## config.mk

```make
export PLATFORM = sky130hd
export DESIGN_NAME = obstacle_scroller
export DESIGN_NICKNAME = d
export VERILOG_FILES = /design/src/rtl/obstacle_scroller.sv
export SDC_FILE = /design/constraint.sdc
export NUM_CORES = 1
export LEC_CHECK = 0
export CELL_PAD_IN_SITES_DETAIL_PLACEMENT = 1
export CELL_PAD_IN_SITES_GLOBAL_PLACEMENT = 2
export CORE_MARGIN = 3
export CORE_UTILIZATION = 30
export CTS_BUF_LIST = sky130_fd_sc_hd__clkbuf_16
export CTS_CLUSTER_DIAMETER = 60
export DETAILED_ROUTE_END_ITERATION = 8
export PLACE_DENSITY = 0.88
export SETUP_SLACK_MARGIN = 0.02
export SLEW_MARGIN = 20
export SYNTH_ARGS = -nofsm -noshare
export SYNTH_HDL_FRONTEND = slang
export SYNTH_SLANG_ARGS = --single-unit
```

## constraint.sdc

```tcl
create_clock -name clk -period 4.4 [get_ports clk]
set_input_delay 0.66 -clock clk [delete_from_list [all_inputs] [get_ports clk]]
set_output_delay 0.66 -clock clk [all_outputs]
set_load 0.01 [all_outputs]
```

## src/rtl/obstacle_scroller.sv

```systemverilog
// Single scrolling obstacle: spawns at the right edge with an LFSR-chosen gap, steps left per frame tick, counts passes.
// Optional DIFFICULTY_RAMP_EN: speed and gap follow the pass count (level = min(pass_count>>3, 3)).
module obstacle_scroller #(
  parameter int SPAWN_X = 159,
  parameter int Y_MIN   = 8,
  parameter int GAP_H   = 40,
  parameter int OBS_W   = 12,
  parameter int SPEED   = 1
) (
  input  logic       clk,
  input  logic       reset,
  input  logic       start,
  input  logic       stop,
  input  logic       freeze,
  input  logic       frame_tick,
  output logic [7:0] obstacles_x,
  output logic [6:0] obstacles_y,
  output logic [7:0] height,
  output logic [4:0] width,
  output logic       check_en,
  output logic       obstacle_valid,
  output logic [7:0] pass_count
);

  typedef enum logic [1:0] {IDLE, SPAWN, MOVE} state_t;

  state_t     state;
  logic [7:0] lfsr;
  logic       lfsr_fb;
  logic [7:0] speed;
  logic [7:0] gap;

  assign lfsr_fb = lfsr[7] ^ lfsr[5] ^ lfsr[4] ^ lfsr[3];

`ifdef DIFFICULTY_RAMP_EN
  logic [1:0] level;
  always_comb begin
    // pass_count >= 32 always saturates; below that bits [4:3] are pass_count>>3.
    level = (|pass_count[7:5]) ? 2'd3 : pass_count[4:3];
    speed = 8'(SPEED) + {6'd0, level};
    gap   = 8'(GAP_H) - {5'd0, level, 1'b0};
  end
`else
  assign speed = 8'(SPEED);
  assign gap   = 8'(GAP_H);
`endif

  always_ff @(posedge clk) begin
    if (reset) begin
      state          <= IDLE;
      lfsr           <= 8'hA5;
      obstacles_x    <= 8'(SPAWN_X);
      obstacles_y    <= 7'(Y_MIN);
      height         <= 8'(GAP_H);
      width          <= 5'(OBS_W);
      check_en       <= 1'b0;
      obstacle_valid <= 1'b0;
      pass_count     <= 8'd0;
    end else begin
      check_en <= 1'b0;
      if (stop) begin
        state          <= IDLE;
        obstacle_valid <= 1'b0;
      end else begin
        case (state)
          IDLE: begin
            if (start && !freeze) begin
              pass_count <= 8'd0;
              state      <= SPAWN;
            end
          end
          SPAWN: begin
            obstacles_x    <= 8'(SPAWN_X);
            obstacles_y    <= 7'(Y_MIN) + {1'b0, lfsr[5:0]};
            lfsr           <= {lfsr[6:0], lfsr_fb};
            height         <= gap;
            obstacle_valid <= 1'b1;
            check_en       <= 1'b1;
            state          <= MOVE;
          end
          MOVE: begin
            if (frame_tick && !freeze) begin
              // The respawn tick leaves x alone; the SPAWN cycle produces the strobe.
              if (obstacles_x <= speed) begin
                if (pass_count != 8'hFF) pass_count <= pass_count + 8'd1;
                state <= SPAWN;
              end else begin
                obstacles_x <= obstacles_x - speed;
                check_en    <= 1'b1;
              end
            end
          end
          default: state <= IDLE;
        endcase
      end
    end
  end

endmodule

```

==> results of run 1 <==
-- cell usage in the layout (no fill, tap or decap), types with 5 or more instances in the layout --
cell type	instances
dfxtp_1	33
nor2_1	11
a21oi_1	17
xnor2_1	9
nand3_1	7
conb_1	13
o21ai_0	5
clkdlybuf4s50_1	30
ha_1	7
a211oi_1	5
nand2_1	32
nor3_1	5
inv_1	8
clkbuf_16	5
-- stage by stage --
| stage | cells | utilization, % |
|---|---|---|
| floorplan | 223 | - |
| global placement | 304 | 36.7 |
| detailed placement | 304 | 36.7 |
| CTS | 312 | 39.1 |
| global route | 312 | 39.1 |
| finish | 312 | 39.1 |
-- metal layers --
| metal | up-vias | wire, µm | part of all wire [%] |
|---|---|---|---|
| met1 | 720 | 2140 | 51 |
| li1 | 776 | - | - |
| met3 | 6 | 157 | 3.7 |
| met4 | 0 | 72 | 1.7 |
| met5 | - | 0 | 0 |
| met2 | 32 | 1830 | 44 |
-- power by group through the flow --
stage	Sequential (µW)	Clock [µW]	Combinational [µW]
final	306	331	44.4
after global routing	307	352	49.4
after CTS	306	340	44.5
after detailed placement	313	0	44.1
after global placement	313	0	44.0
after floorplan	313	0	39.0
-- flip-flops by register name, indices dropped and copies added (netlist names) --
register and cells:
obstacles_y 7, check_en 1, pass_count 8, obstacle_valid 1
lfsr 6, state 2, obstacles_x 8
-- final timing paths --
| path | start | to | depth (start not counted) |
|---|---|---|---|
| setup / recovery | obstacles_x[3] | obstacles_x[1] | 5 |
| hold / removal | obstacles_y[6] | obstacles_y[6] | 2 |
| hold reg to reg | obstacles_y[6] | obstacles_y[6] | 2 |
| setup reg to reg | obstacles_x[3] | obstacles_x[1] | 5 |
-- worst max-delay path: stages (launching register included) --
cell	delay, ns
dfxtp_1	0.36
or4_4	0.57
o41ai_2	0.75
a21oi_1	0.17
a2bb2oi_1	0.16
or2_2	0.27
-- final cells by class --
class                   instances  area, µm²
flip-flops and latches         33        661
clock buffers                   5        125
well taps                      72       90.1
multi-input cells             161        971
repair buffers                 31        308
clock inverters                 3       13.8
fillers                       671       3410
inverters                       7       26.3
-- synthesized netlist by cell type, drive strengths merged --
| library cell | number |
|---|---|
| a2bb2oi | 1 |
| dfxtp | 33 |
| nand2 | 32 |
| nand3 | 7 |
| mux2i | 1 |
| o31ai | 1 |
| o41ai | 1 |
| and2b | 1 |
| buf | 17 |
| a31oi | 4 |
| a311oi | 1 |
| inv | 7 |
| or4 | 5 |
| o211ai | 1 |
| nor4 | 1 |
| o2111ai | 2 |
| nand3b | 2 |
| nor2b | 4 |
| or2 | 2 |
| a22oi | 1 |
| nand4 | 2 |
| a21o | 1 |
| o21ai | 6 |
| a21boi | 1 |
| a211oi | 5 |
| o221a | 1 |
| xnor2 | 9 |
| a21oi | 17 |
| and3 | 4 |
| nor2 | 11 |
| and4 | 1 |
| o21bai | 1 |
| a211o | 2 |
| clkbuf | 4 |
| nor3 | 5 |
| o21ba | 1 |
| or3 | 1 |
| nand2b | 2 |
| ha | 7 |
| a2111oi | 1 |
| dlymetal6s2s | 1 |
| conb | 2 |
| and2 | 1 |
| o21a | 2 |
-- cells by family (layout without fill, tap and decap cells) --
group | after synthesis | after routing | synth area share [%]
other | 2 | 13 | 0.423
AOI/OAI and AO/OA | 50 | 50 | 19.2
xor gates and xnor gates | 9 | 9 | 4.44
muxes | 1 | 1 | 0.564
DFF | 33 | 33 | 37.2
adders and majority gates | 7 | 7 | 4.93
and+or+nand+nor | 81 | 81 | 22.8
buffers and inverters | 29 | 46 | 10.4
==> run metrics, run 1 <==
Final WS setup=2.02 ns; # nets final=252; Yosys top cell area share=37.2%; number of global-route vias before repair=1535; die area=6880 µm²; vias after detailed routing=1534; Least-Margin Pin Slew=0.820 ns; design area=2190 µm²; initial antenna violation count=0; 1st-iter DRT viols=49; cts bufs inserted=5; DP Worst Slack=1.86 ns; setup_tns=0 ns; grt total ovfl=0; post-CTS sizing=0; post-route ant nets=0; GR met1 Demand/Resource=16.9%; final critical-path required period=2.38 ns; Clock transition at path regs=0.05 ns; RD Place Congestion=0.724; worst skew pair latency=0.27 ns; CP endpoint kind=flop; warnings from Yosys=0; Max-slew headroom=44.8%; sequential power share=44.9%; CTS tree=done; WHS=0.460 ns; gr usage total=12.8%; Die W=82.9 µm; max-slew violation count=0; worst-path fanout max=10; IO Port Bufs=30; Clock Root Buffer=clkbuf_16; Area Growth Syn to Fin=23.6%; row cnt=27; Seq cells post-synth=33; GRT Max-Usage Layer=met2; kind of critical path=reg -> reg; first-pass GRT wire length=7330 µm; Final Setup Violations=0; HP Class=reg -> reg; cell area after synthesis=1780 µm²; CTS sink count=33; Ports=44; Synth area leader=dfxtp_1; status=finished, final reports clean; diodes inserted=0; Clk pwr share=48.6%; Final Hold Vio Count=0; Starting Density=31.7%; ranking of synthesized cells by area=dfxtp_1 37%, buf_4 6.8%, nand2_1 6.8%; P_leak=0.000800 µW; H-tree depth=2; Layout Skew=0.00432 ns; CP Data Required Time=4.56 ns; crit share post-route=54.2%; HPWL Detailed=3020 µm; Die Ht=82.9 µm; Setup Fix Bufs, Post-CTS=0; vias per inst=4.92; share of cells above drive strength 1=7.08%; Comb pwr share=6.5%; worst vdd ir=131 µV; wire per inst=13.5 µm; cell count after synthesis=212; post-synthesis sequential area ratio=37.2%; Synth cell types=48; worst path arrival time=2.54 ns; total core area=5610 µm²; fmax=420 MHz; max-cap violation count=0; DRC Markers=0; met2 usage=19.7%; Switching Share=22.9%; P_sw=156 µW; P_int=526 µW; PD cells=311 nW/µm²; DR pass1 iterations=4; RSZ-0062 raised after global routing=false; DRT Wirelength=4200 µm; largest net degree at the start of global routing=21; setup slack, reg-to-reg=2.02 ns; Power Total=682 µW; crit path launch type=flop; Clock Path Buffers=2; Area after DPL=2060 µm²; CTS Hold Bufs=0; syn_area_per_cell=8.37 µm²; GRT met3 Usage=3.47%
(Power assumes the default switching activity.)
==> inputs of run 2 (changes only) <==
- CORE_UTILIZATION: 30 -> 25
- PLACE_DENSITY: 0.88 -> 0.79
- clock period: 4.4 -> 2.1 ns (I/O delays scaled with it)
==> run 2 against run 1 <==
  * Combinational power is 140% higher
  * Sequential share of layout area is 2.3 points lower
  * Fmax is 14% higher
  * Largest cell class unchanged
  * Largest power group unchanged
  * Count of clock-buffer cells in the layout stayed put
  * Critical endpoint is now pass_count[5]
  * Die area is 18% higher
==> run metrics, run 2 (same netlist as run 1, synthesis figures left out) <==
status=finished, final reports clean (unchanged); vias per inst=4.61 (was 4.92); Regs by FF count=obstacles_x (8), pass_count (8), obstacles_y (7) (unchanged); commonest non-fill, non-tap cell in the layout=dfxtp_1 (unchanged); HP Class=reg -> reg (unchanged); largest net degree at the start of global routing=25 (was 21); HPWL Detailed=3290 µm (was 3020 µm); die area=8150 µm² (was 6880 µm²); WP buf/inv=0 (unchanged); post-route ant nets=0 (unchanged); Max-slew headroom=63.3% (was 44.8%); worst path arrival time=2.31 ns (was 2.54 ns); grt total ovfl=0 (unchanged); Critical Path, Cell by Cell=or4_4 -> or4_4 -> or4_4 -> a21oi_2 (was or4_4 -> o41ai_2 -> a21oi_1 -> a2bb2oi_1 -> or2_2); Area Growth Syn to Fin=33.8% (was 23.6%); CTS sink count=33 (unchanged); DRC Markers=0 (unchanged); total core area=6830 µm² (was 5610 µm²); max-cap violation count=0 (unchanged); Cells after DPL=342 (was 304); Final Hold Vio Count=0 (unchanged); worst vdd ir=215 µV (was 131 µV); final non-filler cell total=351 (was 312); Worst path most repeated cell=or4_4; gr usage total=11.0% (was 12.8%); P_leak=0.000888 µW (was 0.000800 µW); RD Place Congestion=0.735 (was 0.724); max-slew violation count=0 (unchanged); Clock Root Buffer=clkbuf_16 (unchanged); reg2reg start=obstacles_x[3] (unchanged); final critical-path required period=2.10 ns (was 2.38 ns); Clock transition at path regs=0.05 ns (about the same); CP endpoint kind=flop (unchanged); crit path launch type=flop (unchanged); Least-Margin Pin Slew=0.550 ns (was 0.820 ns); Power Total=1450 µW (was 682 µW); RSZ-0062 raised after global routing=true (was false); kind of cell adding the most delay to the critical path=simple AND/OR/NAND/NOR gates (was compound AO/OA/AOI/OAI gates); CTS tree=done (unchanged); vias after detailed routing=1617 (was 1534); Clock Path Buffers=2 (unchanged); 1st-iter DRT viols=70 (was 49); Final Setup Violations=0 (unchanged); kind of critical path=reg -> reg (unchanged); share of cells above drive strength 1=14.5% (was 7.08%); Layout Skew=0.00213 ns (was 0.00432 ns); H-tree depth=2 (unchanged); Critical Path Start=obstacles_x[3] (unchanged); IO Port Bufs=30 (unchanged); PD cells=609 nW/µm² (was 311 nW/µm²); commonest cells after routing, fill and taps aside=33 x dfxtp_1, 32 x nand2_1, 30 x clkdlybuf4s50_1, 16 x a21oi_1, 16 x buf_4 (was 33 x dfxtp_1, 32 x nand2_1, 30 x clkdlybuf4s50_1, 17 x a21oi_1, 13 x conb_1); CP Data Required Time=2.31 ns (was 4.56 ns); number of global-route vias before repair=1553 (was 1535); worst-path fanout max=6 (was 10); Die W=90.3 µm (was 82.9 µm); min-delay src=obstacles_y[6] (unchanged); initial antenna violation count=0 (unchanged); diodes inserted=0 (unchanged); Die Ht=90.3 µm (was 82.9 µm); Ports=44 (unchanged); DR pass1 iterations=4 (unchanged); CP peak stage delay=0.57 ns (was 0.75 ns); fmax=477 MHz (was 420 MHz); row cnt=30 (was 27); DRT Wirelength=4410 µm (was 4200 µm); wire per inst=12.6 µm (was 13.5 µm); Starting Density=26.0% (was 31.7%); CP max stage cell=or4_4 (was o41ai_2); cts bufs inserted=5 (unchanged); first-pass GRT wire length=7390 µm (was 7330 µm); CTS Hold Bufs=0 (unchanged); crit share post-route=99.8% (was 54.2%); # nets final=267 (was 252); worst skew pair latency=0.27 ns (about the same)
==> run 2: tightest hold or removal path, delay by kind of cell, from the launching register on <==
| family | cells | cell delay (ns) |
|---|---|---|
| DFF | 1 | 0.31 |
| and+or+nand+nor | 1 | 0.05 |
| AOI/OAI and AO/OA | 1 | 0.05 |
==> run 2: area by class of cell <==
cell class                      count  area (µm²)
Clock buffer                        5         125
Clock inverter                      3        13.8
Fill cell                         825        4460
Inverter                            7        26.3
Multi-Input combinational cell    161        1010
Sequential cell                    33         661
Tap cell                           96         120
Timing Repair Buffer               46         420
==> run 2: repair_timing <==
action / CTS / global route
gates resized for setup: 0 / 9
pin swaps: 0 / 4
buffers inserted: 0 / 1
endpoints found under the hold margin: 0 / 0
endpoints found under the setup margin: 3 / 12
==> run 2: power by group <==
part	leakage, µW	switching (µW)	internal, µW	total, µW
Sequential	0.000267	6.85	635	642
Combinational	0.000547	59.1	47.8	107
Clock	0.0000748	268	430	698
Total	0.000888	334	1110	1450
==> run 2: path summary, 6_finish.rpt <==
kind                         end  slack (ns)  depth (start not counted)
setup / recovery   pass_count[5]       0.005                          4
hold / removal    obstacles_y[6]        0.46                          2
setup reg to reg   pass_count[5]       0.005                          4
hold reg to reg   obstacles_y[6]        0.46                          2
==> run 2: through the flow <==
stage | worst slack, ns | utilization [%] | setup TNS (ns) | instance area [µm²] | hold WS (ns)
after detailed placement | -0.0251 | 32.2 | -0.0251 | 2200 | 0.453
after floorplan | 0.00836 | - | 0 | 1830 | 0.394
final | 0.00483 | 34.8 | 0 | 2370 | 0.458
after global placement | 0.0194 | 32.2 | 0 | 2200 | 0.442
after CTS | 0.0127 | 34.3 | 0 | 2340 | 0.463
after global routing | -0.0485 | 34.8 | -0.151 | 2370 | 0.476
==> run 2: per-layer routing <==
metal	track usage [%]	routed length, µm	vias up	part of all wire [%]
met5	0	0	-	0
met3	3.67	219	6	5.0
met2	17.1	1950	33	44
li1	-	-	807	-
met1	14.3	2170	771	49
met4	3.83	63	0	1.4
==> inputs of run 3 (changes only) <==
- ABC_CLOCK_PERIOD_IN_PS: unset -> 2100
- CORE_UTILIZATION: 25 -> 32
- DONT_BUFFER_PORTS: unset -> 1
- PLACE_DENSITY: 0.79 -> 0.78
==> run 3 against run 2 <==
  * Global-route usage grew 2.9 points
  * Clock power is 1% lower
  * First-iteration DRC count fell by 37%
  * Via count shrank 8.4%
  * Critical path type unchanged
  * Critical path depth up 3
  * Design area down 13%
  * Largest power group unchanged
  * Clock skew rose by 0.0034 ns
  * Register-to-register slack hardly changed
  * Wire length decreased by 4.1%
  * Sequential power is essentially flat
  * Die area down 21%
  * Count of clock-buffer cells in the layout did not move
==> run metrics, run 3 (same netlist as run 1, synthesis figures left out) <==
RD Place Congestion=0.733 (was 0.735); Clock transition at path regs=0.05 ns (about the same); vias after detailed routing=1481 (was 1617); Final Hold Vio Count=0 (unchanged); CP endpoint kind=flop (unchanged); Setup Fix Bufs, Post-CTS=0 (unchanged); kind of critical path=reg -> reg (unchanged); crit path launch type=flop (unchanged); initial antenna violation count=0 (unchanged); Comb pwr share=5.2% (was 7.4%); H-tree depth=2 (unchanged); hold depth=1 (was 2); worst-path fanout max=6 (unchanged); WP buf/inv=2 (was 0); first-pass GRT wire length=7140 µm (was 7390 µm); P_leak=0.000789 µW (was 0.000888 µW); design area=2070 µm² (was 2370 µm²); Final Setup Violations=0 (unchanged); # nets final=240 (was 267); IO Port Bufs=0 (was 30); fmax=478 MHz (was 477 MHz); grt total ovfl=0 (unchanged); wire per inst=14.2 µm (was 12.6 µm); P_int=1090 µW (was 1110 µW); Critical Path, Cell by Cell=or4_4 -> buf_6 -> o41ai_4 -> buf_4 -> a21oi_1 -> xnor2_1 -> nand2_1 (was or4_4 -> or4_4 -> or4_4 -> a21oi_2); 1st-iter DRT viols=44 (was 70); Area Growth Syn to Fin=16.4% (was 33.8%); WHS=0.101 ns (was 0.458 ns); Cells after DPL=290 (was 342); largest net degree at the start of global routing=30 (was 25); DR pass1 iterations=4 (unchanged); Clock Root Buffer=clkbuf_16 (unchanged); DRT Wirelength=4230 µm (was 4410 µm); reg2reg path depth=7 (was 4); worst path arrival time=2.24 ns (was 2.31 ns); CTS Hold Bufs=0 (unchanged); worst skew pair latency=0.28 ns (was 0.27 ns); status=finished, final reports clean (unchanged); gr usage total=13.9% (was 11.0%); Regs by FF count=obstacles_x (8), pass_count (8), obstacles_y (7) (unchanged); cts bufs inserted=5 (unchanged); Ports=44 (unchanged); CP peak stage delay=0.54 ns (was 0.57 ns); Max-slew headroom=62.8% (was 63.3%); final non-filler cell total=298 (was 351); PD cells=680 nW/µm² (was 609 nW/µm²); Die Ht=80.5 µm (was 90.3 µm); Clk pwr share=49.0% (was 48.2%); commonest cells after routing, fill and taps aside=32 x nand2_1, 32 x dfxtp_1, 18 x buf_4, 17 x a21oi_1, 13 x conb_1 (was 33 x dfxtp_1, 32 x nand2_1, 30 x clkdlybuf4s50_1, 16 x a21oi_1, 16 x buf_4); crit share post-route=99.7% (was 99.8%); Layout Skew=0.00558 ns (was 0.00213 ns); CP max stage cell=or4_4 (unchanged); row cnt=26 (was 30); Switching Share=22.2% (was 23.1%); Clock Path Buffers=2 (unchanged); Least-Margin Pin Slew=0.558 ns (was 0.550 ns); total core area=5240 µm² (was 6830 µm²); HPWL Detailed=3100 µm (was 3290 µm); Worst path depth=7 (was 4); P_sw=312 µW (was 334 µW); Starting Density=33.9% (was 26.0%); CTS tree=done (unchanged); vias per inst=4.97 (was 4.61); final critical-path required period=2.09 ns (was 2.10 ns); sequential power share=45.8% (was 44.4%); share of cells above drive strength 1=17.1% (was 14.5%); number of global-route vias before repair=1485 (was 1553); post-route ant nets=0 (unchanged); HP Class=in -> reg (was reg -> reg); max-slew violation count=0 (unchanged); RSZ-0062 raised after global routing=true (unchanged); diodes inserted=0 (unchanged); CTS sink count=33 (unchanged); kind of cell adding the most delay to the critical path=simple AND/OR/NAND/NOR gates (unchanged); CP Data Required Time=2.25 ns (was 2.31 ns); Die W=80.5 µm (was 90.3 µm); die area=6480 µm² (was 8150 µm²); max-cap violation count=0 (unchanged); Area after DPL=1900 µm² (was 2200 µm²); DRC Markers=0 (unchanged); worst vdd ir=446 µV (was 215 µV)
-- run 3: path summary, 6_finish.rpt --
kind             startpoint        endpoint  slack [ns]
max reg2reg  obstacles_x[6]  obstacles_x[3]       0.007
min                   reset  obstacles_y[1]        0.10
max          obstacles_x[6]  obstacles_x[3]       0.007
min reg2reg         lfsr[2]  obstacles_y[2]        0.45
-- run 3: repair_timing --
action | 4_1_cts | 5_1_grt
setup endpoints to repair | 0 | 12
hold endpoints to repair | 0 | 0
gates resized for setup | 0 | 10
-- run 3: power by group through the flow --
stage               clock network [µW]  registers, µW  logic (µW)
CTS                                713            644        70.5
finish                             689            644        72.5
detailed placement                   0            657        70.0
global route                       736            645        82.2
floorplan                            0            655        82.9
global placement                     0            657        69.6
-- run 3: area by class of cell --
cell class                      instances  area, µm²
Inverter                                7       26.3
Clock buffer                            5        125
Tap cell                               70       87.6
Sequential cell                        33        662
Multi-Input combinational cell        161       1010
Fill cell                             621       3170
Timing Repair Buffer                   19        146
Clock inverter                          3       13.8
-- run 3: layer usage --
layer / global-route usage (%) / vias up / wire length, µm
met1: 18.6 / 705 / 2080
met3: 4.48 / 4 / 258
li1: - / 743 / -
met4: 2.70 / 0 / 34
met5: 0 / - / 0
met2: 21.9 / 29 / 1850
-- run 3: per-stage QoR --
| step | power (µW) | util, % | worst slack [ns] | TNS, ns |
|---|---|---|---|---|
| after floorplan | 738 | - | 0.00836 | 0 |
| after global placement | 727 | 36.3 | 0.0704 | 0 |
| after detailed placement | 727 | 36.3 | 0.0349 | 0 |
| after CTS | 1430 | 38.9 | 0.0318 | 0 |
| after global routing | 1460 | 39.5 | -0.105 | -0.522 |
| final | 1410 | 39.5 | 0.00722 | 0 |
